===== src/rtl/aes_ctrl_pkg.sv =====
// Shared types and widths for the AES request arbiter slice.
// Latency: n/a (declarations only).
// Backpressure: n/a.
package aes_ctrl_pkg;

  localparam int AES_BLK_W = 128;
  localparam int AES_KEY_W = 256;
  localparam int NUM_REQ   = 2;

  typedef enum logic [1:0] {
    IDLE = 2'd0,
    RUN  = 2'd1,
    RESP = 2'd2
  } aes_state_e;

  // One-hot response strobe for a requester index.
  function automatic logic [NUM_REQ-1:0] idx2onehot(input logic idx);
    return idx ? 2'b10 : 2'b01;
  endfunction

endpackage


===== src/rtl/aes_req_arbiter_if.sv =====
// Requester-side job/response bundle for the AES request arbiter.
// Latency: n/a (wires only).
// Backpressure: valid/ready on both the job and the response channel.
interface aes_req_arbiter_if;
  import aes_ctrl_pkg::*;

  logic [NUM_REQ-1:0]           req_valid_i;
  logic [NUM_REQ-1:0]           req_ready_o;
  logic [NUM_REQ*AES_BLK_W-1:0] req_pt_i;
  logic [NUM_REQ*AES_KEY_W-1:0] req_key_i;
  logic [NUM_REQ-1:0]           rsp_valid_o;
  logic [NUM_REQ-1:0]           rsp_ready_i;
  logic [AES_BLK_W-1:0]         rsp_ct_o;

  // Arbiter side.
  modport slave (
    input  req_valid_i, req_pt_i, req_key_i, rsp_ready_i,
    output req_ready_o, rsp_valid_o, rsp_ct_o
  );

  // Requester side.
  modport master (
    output req_valid_i, req_pt_i, req_key_i, rsp_ready_i,
    input  req_ready_o, rsp_valid_o, rsp_ct_o
  );

endinterface


===== src/rtl/aes_rr_arb2.sv =====
// Combinational 2-way round-robin grant; rr_q names the favoured requester on a tie.
// Latency: 0 cycles (pure combinational).
// Backpressure: none; grant is zero when no request is present.
module aes_rr_arb2 (
  input  logic [1:0] req,
  input  logic       rr_q,
  output logic [1:0] gnt,
  output logic       gnt_idx
);

  // A lone requester always wins; a tie goes to the round-robin pointer.
  always_comb begin
    gnt     = 2'b00;
    gnt_idx = 1'b0;
    case (req)
      2'b01: begin
        gnt     = 2'b01;
        gnt_idx = 1'b0;
      end
      2'b10: begin
        gnt     = 2'b10;
        gnt_idx = 1'b1;
      end
      2'b11: begin
        gnt     = rr_q ? 2'b10 : 2'b01;
        gnt_idx = rr_q;
      end
      default: begin
        gnt     = 2'b00;
        gnt_idx = 1'b0;
      end
    endcase
  end

endmodule


===== src/rtl/aes_req_arbiter.sv =====
// Owns the single AES-256 core: round-robin job accept, fixed-latency run, one-hot response.
// Latency: accept edge E0 -> rsp_valid_o at E0+CORE_LATENCY; min job period CORE_LATENCY+2.
// Backpressure: one job in flight; req_ready_o low outside IDLE, RESP holds until owner ready.
// Optional feature: define AES_ARB_IRQ_EN to build the sticky job-complete interrupt.
module aes_req_arbiter
  import aes_ctrl_pkg::*;
#(
  parameter int CORE_LATENCY = 16  // legal range 1..255
) (
  input  logic                 wb_clk_i,
  input  logic                 wb_rst_ni,
  aes_req_arbiter_if.slave     req_if,
  output logic [AES_BLK_W-1:0] core_pt_o,
  output logic [AES_KEY_W-1:0] core_key_o,
  output logic                 core_en_o,
  input  logic [AES_BLK_W-1:0] core_ct_i,
  output logic                 busy_o,
  output logic                 owner_o,
  output logic                 irq_o,
  input  logic                 irq_ack_i
);

  localparam int CNT_W = $clog2(CORE_LATENCY + 1);
  localparam logic [CNT_W-1:0] CNT_LOAD = CNT_W'(CORE_LATENCY - 1);

  aes_state_e           state_q, state_d;
  logic                 rr_q, rr_d;
  logic [CNT_W-1:0]     cnt_q, cnt_d;
  logic                 owner_q, owner_d;
  logic                 busy_q, busy_d;
  logic [AES_BLK_W-1:0] pt_q, pt_d;
  logic [AES_KEY_W-1:0] key_q, key_d;
  logic [AES_BLK_W-1:0] ct_q, ct_d;

  logic [NUM_REQ-1:0]   gnt;
  logic                 gnt_idx;
  logic                 accept;
  logic [AES_BLK_W-1:0] sel_pt;
  logic [AES_KEY_W-1:0] sel_key;

  aes_rr_arb2 u_arb (
    .req     (req_if.req_valid_i),
    .rr_q    (rr_q),
    .gnt     (gnt),
    .gnt_idx (gnt_idx)
  );

  // Operand slice of whichever requester currently holds the grant.
  always_comb begin
    sel_pt  = gnt_idx ? req_if.req_pt_i[2*AES_BLK_W-1:AES_BLK_W]
                      : req_if.req_pt_i[AES_BLK_W-1:0];
    sel_key = gnt_idx ? req_if.req_key_i[2*AES_KEY_W-1:AES_KEY_W]
                      : req_if.req_key_i[AES_KEY_W-1:0];
  end

  // A job is taken only in IDLE; ready is also forced low while reset is asserted.
  assign accept             = (state_q == IDLE) && (gnt != 2'b00);
  assign req_if.req_ready_o = ((state_q == IDLE) && wb_rst_ni) ? gnt : 2'b00;

  // Next-state: accept and latch operands, count down the core latency, hold response.
  always_comb begin
    state_d = state_q;
    rr_d    = rr_q;
    cnt_d   = cnt_q;
    owner_d = owner_q;
    pt_d    = pt_q;
    key_d   = key_q;
    ct_d    = ct_q;
    case (state_q)
      IDLE: begin
        if (accept) begin
          pt_d    = sel_pt;
          key_d   = sel_key;
          owner_d = gnt_idx;
          cnt_d   = CNT_LOAD;
          state_d = RUN;
        end
      end
      RUN: begin
        if (cnt_q == '0) begin
          ct_d    = core_ct_i;
          state_d = RESP;
        end else begin
          cnt_d = cnt_q - CNT_W'(1);
        end
      end
      RESP: begin
        // Only the owner's ready bit completes the job.
        if (req_if.rsp_ready_i[owner_q]) begin
          rr_d    = ~owner_q;
          state_d = IDLE;
        end
      end
      default: begin
        state_d = IDLE;
      end
    endcase
    busy_d = (state_d != IDLE);
  end

  // State and datapath registers; reset discards any job in flight.
  always_ff @(posedge wb_clk_i or negedge wb_rst_ni) begin
    if (!wb_rst_ni) begin
      state_q <= IDLE;
      rr_q    <= 1'b0;
      cnt_q   <= '0;
      owner_q <= 1'b0;
      busy_q  <= 1'b0;
      pt_q    <= '0;
      key_q   <= '0;
      ct_q    <= '0;
    end else begin
      state_q <= state_d;
      rr_q    <= rr_d;
      cnt_q   <= cnt_d;
      owner_q <= owner_d;
      busy_q  <= busy_d;
      pt_q    <= pt_d;
      key_q   <= key_d;
      ct_q    <= ct_d;
    end
  end

  assign core_pt_o          = pt_q;
  assign core_key_o         = key_q;
  assign core_en_o          = (state_q == RUN);
  assign busy_o             = busy_q;
  assign owner_o            = owner_q;
  assign req_if.rsp_ct_o    = ct_q;
  assign req_if.rsp_valid_o = (state_q == RESP) ? idx2onehot(owner_q) : 2'b00;

`ifdef AES_ARB_IRQ_EN
  logic irq_q;
  logic irq_set;

  assign irq_set = (state_q == RUN) && (state_d == RESP);

  // Sticky completion flag; a set on the same edge as an ack takes priority.
  always_ff @(posedge wb_clk_i or negedge wb_rst_ni) begin
    if (!wb_rst_ni) begin
      irq_q <= 1'b0;
    end else if (irq_set) begin
      irq_q <= 1'b1;
    end else if (irq_ack_i) begin
      irq_q <= 1'b0;
    end
  end

  assign irq_o = irq_q;
`else
  logic unused_irq_ack;

  assign unused_irq_ack = irq_ack_i;
  assign irq_o          = 1'b0;
`endif

endmodule


===== src/flat_wrapper.sv =====
// flat-port wrapper written by rule: the top's interface ports become plain ports
module aes_req_arbiter_flat import aes_ctrl_pkg::*;
#(
  parameter int CORE_LATENCY = 16                       
)
  (wb_clk_i, wb_rst_ni, core_pt_o, core_key_o, core_en_o, core_ct_i, busy_o, owner_o, irq_o, irq_ack_i, req_if_req_valid_i, req_if_req_pt_i, req_if_req_key_i, req_if_rsp_ready_i, req_if_req_ready_o, req_if_rsp_valid_o, req_if_rsp_ct_o);
  aes_req_arbiter_if req_if_i ();
  input  logic wb_clk_i;
  input  logic wb_rst_ni;
  output logic [AES_BLK_W-1:0] core_pt_o;
  output logic [AES_KEY_W-1:0] core_key_o;
  output logic core_en_o;
  input  logic [AES_BLK_W-1:0] core_ct_i;
  output logic busy_o;
  output logic owner_o;
  output logic irq_o;
  input  logic irq_ack_i;
  input wire logic [$bits(req_if_i.req_valid_i)-1:0] req_if_req_valid_i;
  input wire logic [$bits(req_if_i.req_pt_i)-1:0] req_if_req_pt_i;
  input wire logic [$bits(req_if_i.req_key_i)-1:0] req_if_req_key_i;
  input wire logic [$bits(req_if_i.rsp_ready_i)-1:0] req_if_rsp_ready_i;
  output wire logic [$bits(req_if_i.req_ready_o)-1:0] req_if_req_ready_o;
  output wire logic [$bits(req_if_i.rsp_valid_o)-1:0] req_if_rsp_valid_o;
  output wire logic [$bits(req_if_i.rsp_ct_o)-1:0] req_if_rsp_ct_o;
  assign req_if_i.req_valid_i = req_if_req_valid_i;
  assign req_if_i.req_pt_i = req_if_req_pt_i;
  assign req_if_i.req_key_i = req_if_req_key_i;
  assign req_if_i.rsp_ready_i = req_if_rsp_ready_i;
  assign req_if_req_ready_o = req_if_i.req_ready_o;
  assign req_if_rsp_valid_o = req_if_i.rsp_valid_o;
  assign req_if_rsp_ct_o = req_if_i.rsp_ct_o;
  aes_req_arbiter #(.CORE_LATENCY(CORE_LATENCY)) u_core (.wb_clk_i(wb_clk_i), .wb_rst_ni(wb_rst_ni), .req_if(req_if_i), .core_pt_o(core_pt_o), .core_key_o(core_key_o), .core_en_o(core_en_o), .core_ct_i(core_ct_i), .busy_o(busy_o), .owner_o(owner_o), .irq_o(irq_o), .irq_ack_i(irq_ack_i));
endmodule

===== config.mk =====
export PLATFORM = sky130hd
export DESIGN_NAME = aes_req_arbiter_flat
export DESIGN_NICKNAME = d
export VERILOG_FILES = /design/src/rtl/aes_ctrl_pkg.sv /design/src/rtl/aes_req_arbiter_if.sv /design/src/rtl/aes_rr_arb2.sv /design/src/rtl/aes_req_arbiter.sv /design/src/flat_wrapper.sv
export SDC_FILE = /design/constraint.sdc
export NUM_CORES = 1
export LEC_CHECK = 0
export BUFFER_PORTS_ARGS = -buffer_cell sky130_fd_sc_hd__buf_2
export CELL_PAD_IN_SITES_DETAIL_PLACEMENT = 0
export CELL_PAD_IN_SITES_GLOBAL_PLACEMENT = 1
export CORE_AREA = 2 2 546 548
export CTS_BUF_LIST = sky130_fd_sc_hd__clkbuf_8
export CTS_CLUSTER_DIAMETER = 100
export DETAILED_ROUTE_END_ITERATION = 8
export DIE_AREA = 0 0 548 550
export HOLD_SLACK_MARGIN = 0.08
export PLACE_DENSITY_LB_ADDON = 0.12
export SYNTH_ARGS = -nofsm -noshare
export SYNTH_HDL_FRONTEND = slang
export SYNTH_SLANG_ARGS = --single-unit
export TNS_END_PERCENT = 20

===== constraint.sdc =====
create_clock -name wb_clk_i -period 2.2 [get_ports wb_clk_i]
set_input_delay 0.11 -clock wb_clk_i [delete_from_list [all_inputs] [get_ports wb_clk_i]]
set_output_delay 0.11 -clock wb_clk_i [all_outputs]
set_load 0.02 [all_outputs]

==> results of run 1 <==
-- cells by family after synthesis --
group | Yosys count | synth area share
other | 1 | 0.000150
flip-flops | 522 | 0.523
AND/OR/NAND/NOR | 412 | 0.0839
AO/OA/AOI/OAI | 1162 | 0.253
buffers and inverters | 320 | 0.0644
adder cells (fa/ha/maj) | 2 | 0.00100
multiplexers | 132 | 0.0744
-- per-stage QoR --
stage,utilization,instances
after floorplan,-,2551
after global placement,0.127,7773
after detailed placement,0.127,7773
-- cells in the mapped netlist, drive strengths merged --
cell       n
and4       1
nand3    386
nor3       1
and3       1
a21boi     1
or3        1
ha         2
a22o       1
nor4b      1
o2bb2ai    1
nand2b     2
o21ai    386
nor2b      4
mux2i      3
a211oi     1
or2        1
conb       1
buf       93
nand3b     1
nor2       4
nand2      6
a21oi    387
dfrtp    522
or4        1
a31oi    384
and2       2
clkbuf   222
mux2     129
inv        5
a211o      1
==> impl_metrics.py, run 1 <==
metrics = {
    "clock_tree": {
        "cts_buffer_depth": 4,
        "cts_buffers": 137,
        "post_cts_resized": 12,
        "h-tree-depth": 4,
        "cts.sinks": 522,
        "ctsHoldBuffers": 1604,
        "post-cts-setup-buffers": 8,
        "ctsRootBufferMaster": "clkbuf_8",
    },
    "placed_design": {
        "io_buffers": 1420,
        "post-dp-hpwl_um": 171000,
        "post-place-ws_ps": 167,
        "post_dp_cell_area_mm2": 0.0375,
        "gp_congestion": 0.802,
    },
    "run_status": {
        "status": "stopped before the end",
        "lastStage": "clock tree synthesis",
        "tool.error": "[ERROR RSZ-0060] Max buffer count reached.",
    },
    "die": {
        "ioPinCount": 1423,
        "start_util": 0.0845,
        "die_w_um": 548,
        "num_rows": 200,
        "die-height_um": 550,
    },
    "synth": {
        "synth_area_leaders": "dfrtp_1 (52%), a31oi_1 (9.6%), a21oi_1 (7.8%)",
        "synth_warnings": 0,
        "synth.cell_area_mm2": 0.0250,
        "yosys.area.top_type": "dfrtp_1",
        "ys_seq_elements": 522,
        "synth.distinct_cells": 36,
        "syn_nets": 3456,
        "postSynthAreaPerCell_um2": 9.78,
        "seq_area_frac_synth": 0.523,
        "syn_inst": 2551,
        "synth_top_area_frac": 0.523,
    },
}
==> inputs of run 2 (changes only) <==
==> config.mk (replaced) <==
export PLATFORM = sky130hd
export DESIGN_NAME = aes_req_arbiter_flat
export DESIGN_NICKNAME = d
export VERILOG_FILES = /design/src/rtl/aes_ctrl_pkg.sv /design/src/rtl/aes_req_arbiter_if.sv /design/src/rtl/aes_rr_arb2.sv /design/src/rtl/aes_req_arbiter.sv /design/src/flat_wrapper.sv
export SDC_FILE = /design/constraint.sdc
export NUM_CORES = 1
export LEC_CHECK = 0
export BUFFER_PORTS_ARGS = -buffer_cell sky130_fd_sc_hd__buf_2
export CORE_AREA = 2 2 547 549
export DETAILED_ROUTE_END_ITERATION = 8
export DIE_AREA = 0 0 549 551
export PLACE_DENSITY_LB_ADDON = 0.15
export SYNTH_ARGS = -nofsm -noshare
export SYNTH_HDL_FRONTEND = slang
export SYNTH_SLANG_ARGS = --single-unit
export TNS_END_PERCENT = 20
==> impl_metrics.py, run 2 <==
metrics = {
    "final_layout": {
        "fin_area_mm2": 0.0501,
        "layout.nets": 5768,
        "final_cell_mix": "buf_2 (1416), dlygate4sd3_1 (937), dfrtp_1 (521)",
        "drive_gt1_frac": 0.381,
        "final_common_cell": "buf_2",
        "syn_to_final_growth_pct": 101,
        "largest_reg_flops": 256,
        "final_core_util": 0.169,
    },
    "synth": {
        "syn_inst": 2551,
        "ys_seq_elements": 522,
        "synth-xor-area-share": 0,
        "ys.flop_type": "dfrtp_1",
        "synth_compound_gate_area_share": 0.253,
        "seq_area_frac_synth": 0.523,
        "synth_area_leaders": "dfrtp_1 (52%), a31oi_1 (9.6%), a21oi_1 (7.8%)",
        "synth.distinct_cells": 36,
        "synth_edf_count": 0,
        "syn_nets": 3456,
        "synth_top_area_frac": 0.523,
        "synth.most_common_cell": "dfrtp_1",
        "yosys.area.top_type": "dfrtp_1",
        "yosys.area_share.simple": 0.0839,
        "synth_top_family_by_area": "compound AO/OA/AOI/OAI gates",
        "async_flop_share": 1.00,
        "synth_top_cells_by_count": "dfrtp_1 (522), a21oi_1 (387), nand3_1 (386), o21ai_0 (386), a31oi_1 (384)",
        "synthMuxAreaShare": 0.0744,
        "synth.cell_area_mm2": 0.0250,
        "synth_warnings": 0,
        "postSynthAreaPerCell_um2": 9.78,
        "synthAdderAreaFrac": 0.00100,
    },
    "clock_tree": {
        "cts_tree": "done",
        "h-tree-depth": 3,
        "cts.sinks": 522,
        "clock_latency_ps": 790,
        "ctsRootBufferMaster": "clkbuf_16",
        "cts.clk_slew.worst_paths_ps": 60,
        "cts_buffers": 85,
        "cts_buffer_depth": 4,
    },
    "drt": {
        "final_antenna_net_count": 0,
        "first_iter_violations": 2109,
        "drc": 0,
        "drt-wirelength-per-cell_um": 25.3,
        "wl_um": 226000,
        "via_count": 32000,
        "drt-vias-per-instance": 3.58,
        "drtPass1Iterations": 6,
    },
    "placed_design": {
        "gp_congestion": 0.858,
        "io_buffers": 1420,
        "post_dp_cell_area_mm2": 0.0375,
        "post-dp-hpwl_um": 178000,
    },
    "flow_run": {
        "maxCapViolations": 0,
    },
    "sta": {
        "finClkSkew_ps": 74.2,
        "rsz0062_at_grt": "true",
        "fin_crit_sh": 0.968,
        "tightest_slew_ps": 934,
        "max_slew_margin": 0.377,
        "fin_tns_setup_ps": 0,
        "finalSetupViolCount": 0,
        "period_minus_slack_ps": 2130,
        "fmax_ghz": 0.469,
        "holdWs_ps": 102,
        "drv_slew": 0,
        "hold_violations": 0,
    },
    "power_and_ir_drop": {
        "power_frac_seq": 0.292,
        "max-vdd-ir-drop_mv": 0.461,
        "p_leak_uw": 0.0213,
        "power_density_mw_per_mm2": 1190,
        "swShare": 0.448,
        "p_switching_uw": 26800,
        "internal_power_uw": 32900,
        "combPwrFrac": 0.469,
        "p_clk_frac": 0.239,
    },
    "critical_path": {
        "r2r_slack_ps": 70,
        "cp_data_arrival_time_ps": 2740,
        "r2r_end": "u_core.req_if.rsp_ct_o[61]",
        "crit_path_end_kind": "register",
        "crit_path_max_fanout": 49,
        "cp-start-kind": "register",
        "endpoint": "u_core.req_if.rsp_ct_o[61]",
        "rr_worst_depth": 7,
        "cp-startpoint": "u_core.cnt_q[1]",
        "critPathKind": "register to register",
        "worstReg2RegStart": "u_core.cnt_q[1]",
        "critPathRequiredTime_ps": 2810,
    },
    "die": {
        "num_rows": 200,
        "die_w_um": 549,
        "core_area_mm2": 0.296,
        "die_area_mm2": 0.302,
        "ioPinCount": 1423,
        "die-height_um": 551,
        "start_util": 0.0842,
    },
    "global_routing": {
        "antenna_found_initial": 128,
        "gr-usage-all-layers": 0.142,
        "grt_max_degree": 97,
        "grt_first_pass_wirelength_um": 299000,
        "overflow": 0,
        "grt_pass1_vias": 33500,
    },
    "min_path": {
        "hold_path_class": "input port to register",
    },
    "run_status": {
        "status": "complete, no violations",
    },
}
run 2: how the worst min path moves through the flow:
stage	start	to	slack, ps	cells past startpoint
floorplan	wb_rst_ni	u_core.busy_o	-190	0
global placement	wb_rst_ni	u_core.req_if.rsp_ct_o[118]	90	1
detailed placement	wb_rst_ni	u_core.req_if.rsp_ct_o[119]	90	1
CTS	core_ct_i[78]	u_core.req_if.rsp_ct_o[78]	4	3
global route	core_ct_i[52]	u_core.req_if.rsp_ct_o[52]	40	3
finish	core_ct_i[51]	u_core.req_if.rsp_ct_o[51]	100	3
run 2: stage by stage:
stage,instances,power [uW],setup slack [ps]
global route,8886,63100,-5.15
finish,8921,59700,69.8
detailed placement,7767,44600,99.6
floorplan,2551,30700,522
CTS,8856,61200,1.26
global placement,7767,44600,68.0
run 2: area by class of cell:
cell class | instances | area [um2]
Inverter | 5 | 26.3
Clock buffer | 126 | 2530
Multi-Input combinational cell | 1709 | 10400
Sequential cell | 522 | 13100
Fill cell | 33800 | 246000
Tap cell | 3939 | 4930
Clock inverter | 21 | 303
Timing Repair Buffer | 2540 | 18700
Antenna cell | 59 | 148
run 2: logic make-up after synthesis:
kind of cell | count (synthesis)
muxes | 132
and+or+nand+nor | 412
other | 1
buffers and inverters | 320
adders and majority gates | 2
AOI/OAI and AO/OA | 1162
DFF | 522
run 2: critical path, cell delays in order (launching register included):
cell and delay, ps:
dfrtp_1 390, inv_1 90, ha_2 200, nor4b_4 180, buf_4 180, nand2_8 140, buf_16 290, mux2_4 360
run 2: power by group through the flow:
stage | Clock (uW) | Sequential [uW] | Combinational, uW
2_1_floorplan | 0 | 22900 | 7880
3_3_place_gp | 0 | 17500 | 27100
3_5_place_dp | 0 | 17500 | 27100
4_1_cts | 14900 | 17500 | 28900
5_1_grt | 15200 | 18000 | 29900
6_report | 14300 | 17400 | 28000
run 2: layer usage:
metal / vias to the layer above / part of all wire / global-route usage
met5: - / 0.0019 / 0
met4: 64 / 0.023 / 0.0327
met3: 274 / 0.079 / 0.0422
met2: 1447 / 0.47 / 0.239
met1: 15900 / 0.43 / 0.178
li1: 14300 / - / -
run 2: what timing repair did:
item / in CTS / in global routing
hold buffers: 937 / 0
pin swaps: 2 / 1
cloned: 2 / 1
resized for setup: 10 / 7
endpoints found under the hold margin: 1038 / 0
setup buffers: 3 / 5
setup endpoints to repair: 2 / 68
No activity file was read; power rests on OpenSTA's default activity.
==> inputs of run 3 (changes only) <==
--- a/config.mk
+++ b/config.mk
@@ -6,11 +6,14 @@
 export NUM_CORES = 1
 export LEC_CHECK = 0
 export BUFFER_PORTS_ARGS = -buffer_cell sky130_fd_sc_hd__buf_2
-export CORE_AREA = 2 2 547 549
+export CELL_PAD_IN_SITES_DETAIL_PLACEMENT = 0
+export CELL_PAD_IN_SITES_GLOBAL_PLACEMENT = 1
+export CORE_AREA = 2 2 548 550
 export DETAILED_ROUTE_END_ITERATION = 8
-export DIE_AREA = 0 0 549 551
+export DIE_AREA = 0 0 550 552
 export PLACE_DENSITY_LB_ADDON = 0.15
 export SYNTH_ARGS = -nofsm -noshare
 export SYNTH_HDL_FRONTEND = slang
+export SYNTH_HIERARCHICAL = 1
 export SYNTH_SLANG_ARGS = --single-unit
 export TNS_END_PERCENT = 20
==> impl_metrics.py, run 3 <==
metrics = {
    "drt": {
        "final_antenna_net_count": 0,
        "wl_um": 195000,
        "drc": 0,
        "drt-wirelength-per-cell_um": 22.9,
        "drtPass1Iterations": 5,
        "first_iter_violations": 1114,
        "via_count": 26700,
        "drt-vias-per-instance": 3.14,
    },
    "sta": {
        "layout_setup_ws_ps": -28.8,
        "hold_violations": 0,
        "tightest_slew_ps": 705,
        "period_minus_slack_ps": 2230,
        "finClkSkew_ps": 41.3,
        "fin_crit_sh": 1.01,
        "rsz0062_at_grt": "true",
        "drv_slew": 0,
        "fmax_ghz": 0.449,
        "finalSetupViolCount": 35,
        "max_slew_margin": 0.530,
    },
    "die": {
        "die-height_um": 552,
        "start_util": 0.0793,
        "die_area_mm2": 0.304,
        "die_w_um": 550,
        "num_rows": 201,
        "ioPinCount": 1423,
        "core_area_mm2": 0.298,
    },
    "final_layout": {
        "drive_gt1_frac": 0.416,
        "final_cell_mix": "buf_2 (1419), dlygate4sd3_1 (913), a21oi_1 (771)",
        "largest_reg_flops": 256,
        "final_common_cell": "buf_2",
        "fin_area_mm2": 0.0491,
        "layout.nets": 5351,
        "syn_to_final_growth_pct": 107,
        "n_fill_cell": 33700,
    },
    "critical_path": {
        "cp-start-kind": "register",
        "r2r_end": "u_core/req_if.rsp_ct_o[124]",
        "crit_family": "simple AND/OR/NAND/NOR gates",
        "crit_chain": "inv_1, ha_1, or3b_1, or3_4, buf_12, mux2_1",
        "cpMaxStageDelayCell": "or3_4",
        "critPathKind": "register to register",
        "rr_worst_depth": 6,
        "r2r_slack_ps": -30,
        "cp_data_arrival_time_ps": 2900,
        "slowest_delay_ps": 450,
        "critPathBufInv": 2,
        "critPathRequiredTime_ps": 2870,
        "crit_path_max_fanout": 43,
        "crit_path_end_kind": "register",
        "worstReg2RegStart": "u_core/cnt_q[0]",
    },
    "synth": {
        "syn_nets": 2937,
        "ys.flop_type": "dfrtp_1",
        "seq_area_frac_synth": 0.552,
        "synth_area_leaders": "dfrtp_1 (55%), mux2i_1 (16%), a21oi_1 (16%)",
        "synth.cell_area_mm2": 0.0237,
        "synth_compound_gate_area_share": 0.167,
        "synth_top_area_frac": 0.552,
        "yosys.area_share.simple": 0.00444,
        "postSynthAreaPerCell_um2": 11.6,
        "async_flop_share": 1.00,
        "synthAdderAreaFrac": 0.000529,
        "syn_inst": 2033,
        "synth-xor-area-share": 0,
        "synth_top_family_by_area": "multiplexers",
        "synth_top_cells_by_count": "a21oi_1 (771), dfrtp_1 (522), mux2i_1 (387)",
        "synthMuxAreaShare": 0.241,
        "synth.distinct_cells": 33,
        "synth.most_common_cell": "a21oi_1",
        "yosys.area.top_type": "dfrtp_1",
        "synth_edf_count": 0,
        "ys_seq_elements": 522,
        "synth_warnings": 6,
    },
    "placed_design": {
        "post-dp-hpwl_um": 156000,
        "gp_congestion": 0.868,
        "post_dp_cell_area_mm2": 0.0369,
        "io_buffers": 1420,
    },
    "global_routing": {
        "grt_max_degree": 66,
        "gr-usage-all-layers": 0.123,
        "antenna_found_initial": 98,
        "grt_first_pass_wirelength_um": 256000,
        "overflow": 0,
        "grt_pass1_vias": 28800,
    },
    "run_status": {
        "status": "complete, but fails checks",
        "violations": "negative setup slack",
    },
    "min_path": {
        "worstHoldPathCells": 3,
        "hold_end": "u_core/req_if.rsp_ct_o[65]",
        "hp-start": "core_ct_i[65]",
        "hold_path_class": "input port to register",
    },
    "clock_tree": {
        "cts_tree": "done",
        "cts.clk_slew.worst_paths_ps": 70,
        "clock_latency_ps": 780,
        "cts_buffer_depth": 4,
        "cts.sinks": 522,
        "h-tree-depth": 3,
        "ctsRootBufferMaster": "clkbuf_16",
        "cts_buffers": 86,
    },
    "power_and_ir_drop": {
        "max-vdd-ir-drop_mv": 0.612,
        "p_leak_uw": 0.0223,
        "power_density_mw_per_mm2": 1180,
        "power_uw": 58000,
    },
    "flow_run": {
        "maxCapViolations": 0,
    },
}
## run 3: cell count changes after synthesis, sizes merged, moves of 75 or more
| cell | previous run | this run |
|---|---|---|
| clkbuf | 222 | 147 |
| o21ai | 386 | 3 |
| a21oi | 387 | 771 |
| a31oi | 384 | 0 |
| nand3 | 386 | 1 |
| mux2i | 3 | 387 |
## run 3: worst max path at each step
stage | cells past startpoint | startpoint | end
after floorplan | 7 | u_core/cnt_q[0] | u_core/req_if.rsp_ct_o[100]
after global placement | 6 | u_core/cnt_q[1] | u_core/req_if.rsp_ct_o[124]
after detailed placement | 6 | u_core/cnt_q[0] | u_core/req_if.rsp_ct_o[124]
after CTS | 6 | u_core/cnt_q[0] | u_core/req_if.rsp_ct_o[46]
after global routing | 6 | u_core/cnt_q[0] | u_core/req_if.rsp_ct_o[124]
final | 6 | u_core/cnt_q[0] | u_core/req_if.rsp_ct_o[124]
## run 3: kinds of logic (layout without fill, tap and decap cells)
family	after synthesis	after routing
buffers and inverters	192	2665
and+or+nand+nor	18	18
adders and majority gates	1	1
DFF	522	522
muxes	516	516
AOI/OAI and AO/OA	783	783
other	1	38
## run 3: what timing repair did
action                                  4_1_cts  5_1_grt
pin swaps                                     1        1
endpoints found under the hold margin      1023        0
hold buffers                                914        0
gates cloned                                  2        0
gates resized for setup                       3        6
setup buffers                                 2        0
endpoints found under the setup margin       62      134
## run 3: worst reg2reg max path, delay by kind of cell (launching register included)
| family | cells | cell delay, ps |
|---|---|---|
| DFF | 1 | 380 |
| adders and majority gates | 1 | 170 |
| buffers and inverters | 2 | 310 |
| and+or+nand+nor | 2 | 830 |
| muxes | 1 | 400 |
## run 3: final cells by class
class,instances,area (um2),share of cell area
timing repair buffer,2513,18300,0.373
sequential,522,13100,0.266
multi-input combinational,1319,9820,0.200
tap,3958,4950,0.101
clock buffer,123,2510,0.0512
clock inverter,24,304,0.00620
antenna,37,92.6,0.00189
inverter,5,18.8,0.000383
## run 3: per-stage QoR
step | TNS, ps | std cells | setup WS (ps) | util | hold slack (ps)
2_1_floorplan | 0 | 2033 | 157 | - | -186
4_1_cts | -627 | 8464 | -26.7 | 0.164 | 0.319
6_report | -443 | 8501 | -28.8 | 0.164 | 96.2
5_1_grt | -9180 | 8480 | -118 | 0.164 | 37.4
3_3_place_gp | -132 | 7399 | -16.2 | 0.124 | 53.7
3_5_place_dp | 0 | 7399 | 10.8 | 0.124 | 56.5
## run 3: where the power goes
group	switching, uW	leakage [uW]	internal, uW
Combinational	17100	0.0151	9710
Clock	5630	0.00138	8390
Sequential	2840	0.00582	14400
## run 3: routing by layer
metal  part of all wire  vias to the layer above  wire [um]  global-route usage
li1                   -                    12300          -                   -
met1               0.40                    12900      78500               0.142
met2               0.48                     1220      92800               0.210
met3              0.096                      249      18800              0.0487
met4              0.023                       54       4490              0.0280
met5             0.0017                        -        333                   0
==> inputs of run 4 (changes only) <==
--- a/config.mk
+++ b/config.mk
@@ -5,6 +5,7 @@
 export SDC_FILE = /design/constraint.sdc
 export NUM_CORES = 1
 export LEC_CHECK = 0
+export ABC_AREA = 1
 export BUFFER_PORTS_ARGS = -buffer_cell sky130_fd_sc_hd__buf_2
 export CELL_PAD_IN_SITES_DETAIL_PLACEMENT = 0
 export CELL_PAD_IN_SITES_GLOBAL_PLACEMENT = 1
==> impl_metrics.py, run 4 <==
metrics = {
    "final_layout": {
        "largest_reg_flops": 256,
        "n_fill_cell": 34300,
        "fin_area_mm2": 0.0493,
        "syn_to_final_growth_pct": 96.9,
        "final_common_cell": "buf_2",
        "final_cell_mix": "buf_2 (1417), dlygate4sd3_1 (906), nor2_1 (772)",
        "layout.nets": 5978,
        "drive_gt1_frac": 0.395,
    },
    "synth": {
        "syn_inst": 2710,
        "synth_edf_count": 0,
        "async_flop_share": 1.00,
        "synth.most_common_cell": "nor2_1",
        "synth_top_cells_by_count": "nor2_1 (773), nand2_1 (539), dfrtp_1 (522)",
        "yosys.area.top_type": "dfrtp_1",
        "synth.cell_area_mm2": 0.0250,
        "synth_top_area_frac": 0.522,
        "seq_area_frac_synth": 0.522,
        "syn_nets": 3614,
        "postSynthAreaPerCell_um2": 9.24,
        "ys.flop_type": "dfrtp_1",
        "synth.distinct_cells": 25,
        "synth_area_leaders": "dfrtp_1 (52%), nor2_1 (12%), o31ai_2 (11%)",
        "synth_warnings": 6,
        "ys_seq_elements": 522,
    },
    "placed_design": {
        "gp_congestion": 0.784,
        "post-dp-hpwl_um": 145000,
        "post_dp_cell_area_mm2": 0.0375,
        "io_buffers": 1420,
    },
    "clock_tree": {
        "ctsRootBufferMaster": "clkbuf_16",
        "cts_buffer_depth": 4,
        "cts_buffers": 87,
        "clock_latency_ps": 790,
        "cts.sinks": 522,
        "h-tree-depth": 3,
        "cts.clk_slew.worst_paths_ps": 50,
        "cts_tree": "done",
    },
    "power_and_ir_drop": {
        "power_frac_seq": 0.289,
        "power_density_mw_per_mm2": 1200,
        "max-vdd-ir-drop_mv": 0.555,
        "combPwrFrac": 0.481,
        "p_leak_uw": 0.0236,
        "p_switching_uw": 26800,
        "swShare": 0.453,
        "p_clk_frac": 0.229,
        "internal_power_uw": 32300,
    },
    "sta": {
        "max_slew_margin": 0.502,
        "finalSetupViolCount": 0,
        "period_minus_slack_ps": 2030,
        "tightest_slew_ps": 747,
        "finClkSkew_ps": 40.4,
        "fmax_ghz": 0.493,
        "rsz0062_at_grt": "false",
        "fin_tns_setup_ps": 0,
        "fin_crit_sh": 0.921,
        "holdWs_ps": 92.1,
        "drv_slew": 0,
        "hold_violations": 0,
    },
    "global_routing": {
        "gr-usage-all-layers": 0.114,
        "overflow": 0,
        "grt_pass1_vias": 30400,
        "antenna_found_initial": 53,
        "grt_max_degree": 93,
        "grt_first_pass_wirelength_um": 246000,
    },
    "critical_path": {
        "critPathRequiredTime_ps": 2090,
        "crit_family": "buffers and inverters",
        "crit_path_max_fanout": 9,
        "critPathBufInv": 4,
        "crit_chain": "dlygate4sd3_1, dlygate4sd3_1, buf_8, nand2_1, nor2_1, clkbuf_4",
        "cp_data_arrival_time_ps": 1920,
        "crit_path_end_kind": "primary output",
        "critPathKind": "input port to primary output",
        "cpMaxStageDelayCell": "dlygate4sd3_1",
        "slowest_delay_ps": 580,
        "cp-start-kind": "input port",
        "r2r_slack_ps": 260,
        "cpMostUsedCell": "dlygate4sd3_1",
    },
    "drt": {
        "drt-wirelength-per-cell_um": 19.7,
        "drc": 0,
        "drtPass1Iterations": 5,
        "first_iter_violations": 1159,
        "via_count": 28200,
        "drt-vias-per-instance": 3.10,
        "final_antenna_net_count": 0,
        "wl_um": 179000,
    },
    "min_path": {
        "hold_path_class": "input port to register",
    },
    "flow_run": {
        "maxCapViolations": 0,
    },
    "die": {
        "die_area_mm2": 0.304,
        "num_rows": 201,
        "die-height_um": 552,
        "start_util": 0.0840,
        "ioPinCount": 1423,
        "core_area_mm2": 0.298,
        "die_w_um": 550,
    },
    "run_status": {
        "status": "complete, no violations",
    },
}
==> run 4: cell count changes after synthesis, sizes merged, moves of 129 or more <==
cell	before	now
nor2	1	775
buf	40	178
o31ai	0	384
mux2i	387	0
mux2	129	0
a21oi	771	2
inv	5	140
o21ai	3	133
nand2	5	539
==> run 4: area by class of cell <==
type,instances,area [um2],area share
diodes,23,57.6,0.00117
clock buffers,127,2510,0.0509
clock inverters,10,133,0.00269
inverters,141,546,0.0111
multi-input cells,1847,10200,0.206
flip-flops and latches,522,13100,0.265
well taps,3958,4950,0.100
repair buffers,2475,17900,0.363
==> run 4: repair_timing <==
item,4_1_cts,5_1_grt
endpoints found under the hold margin,1037,0
setup endpoints to repair,1,1
pin swaps,0,0
resized for setup,4,4
buffers inserted,0,0
hold buffers,906,0
==> run 4: worst register-to-register path, delay by kind of cell, from the launching register on <==
family,cells,cell delay [ps]
compound gates,1,240
buf+inv,3,770
flops,1,440
simple gates,3,390
==> run 4: final timing paths <==
kind	from	to	cells past startpoint
max	wb_rst_ni	req_if_req_ready_o[0]	6
min	req_if_req_valid_i[1]	u_core/core_pt_o[106]	5
max reg2reg	u_core/rr_q	u_core/core_key_o[192]	7
min reg2reg	u_core/core_key_o[3]	u_core/core_key_o[3]	2
max in group asynchronous	wb_rst_ni	u_core/rr_q	4
min in group asynchronous	wb_rst_ni	u_core/req_if.rsp_ct_o[25]	4
==> run 4: cells by family (layout without fill, tap and decap cells) <==
group	count (synthesis)	in the layout	share of synthesized area
other	1	24	0.000150
AND/OR/NAND/NOR	1326	1326	0.201
flip-flops	522	522	0.522
AO/OA/AOI/OAI	519	519	0.203
buffers and inverters	341	2753	0.0741
adder cells (fa/ha/maj)	1	1	0.000500
==> run 4: power by group through the flow <==
| stage | clock network, uW | logic, uW | registers, uW |
|---|---|---|---|
| 6_report | 13600 | 28500 | 17100 |
| 5_1_grt | 14700 | 30900 | 17800 |
| 4_1_cts | 14400 | 29400 | 17200 |
| 3_5_place_dp | 0 | 27900 | 17300 |
| 3_3_place_gp | 0 | 28000 | 17200 |
| 2_1_floorplan | 0 | 9550 | 22600 |
==> run 4: per-layer routing <==
metal	routed length [um]	GRT usage	share of wire	up-vias
li1	-	-	-	13600
met5	59	0	0.00033	-
met1	72500	0.131	0.41	13300
met3	14600	0.0385	0.081	187
met2	87700	0.200	0.49	1094
met4	4150	0.0283	0.023	10
==> run 4: stage by stage <==
step,utilization,std cells,power (uW),setup slack [ps]
3_3_place_gp,0.126,8037,45200,170
2_1_floorplan,-,2710,32200,750
5_1_grt,0.165,9097,63400,19.6
6_report,0.165,9103,59200,173
3_5_place_dp,0.126,8037,45200,122
4_1_cts,0.165,9080,61000,14.0
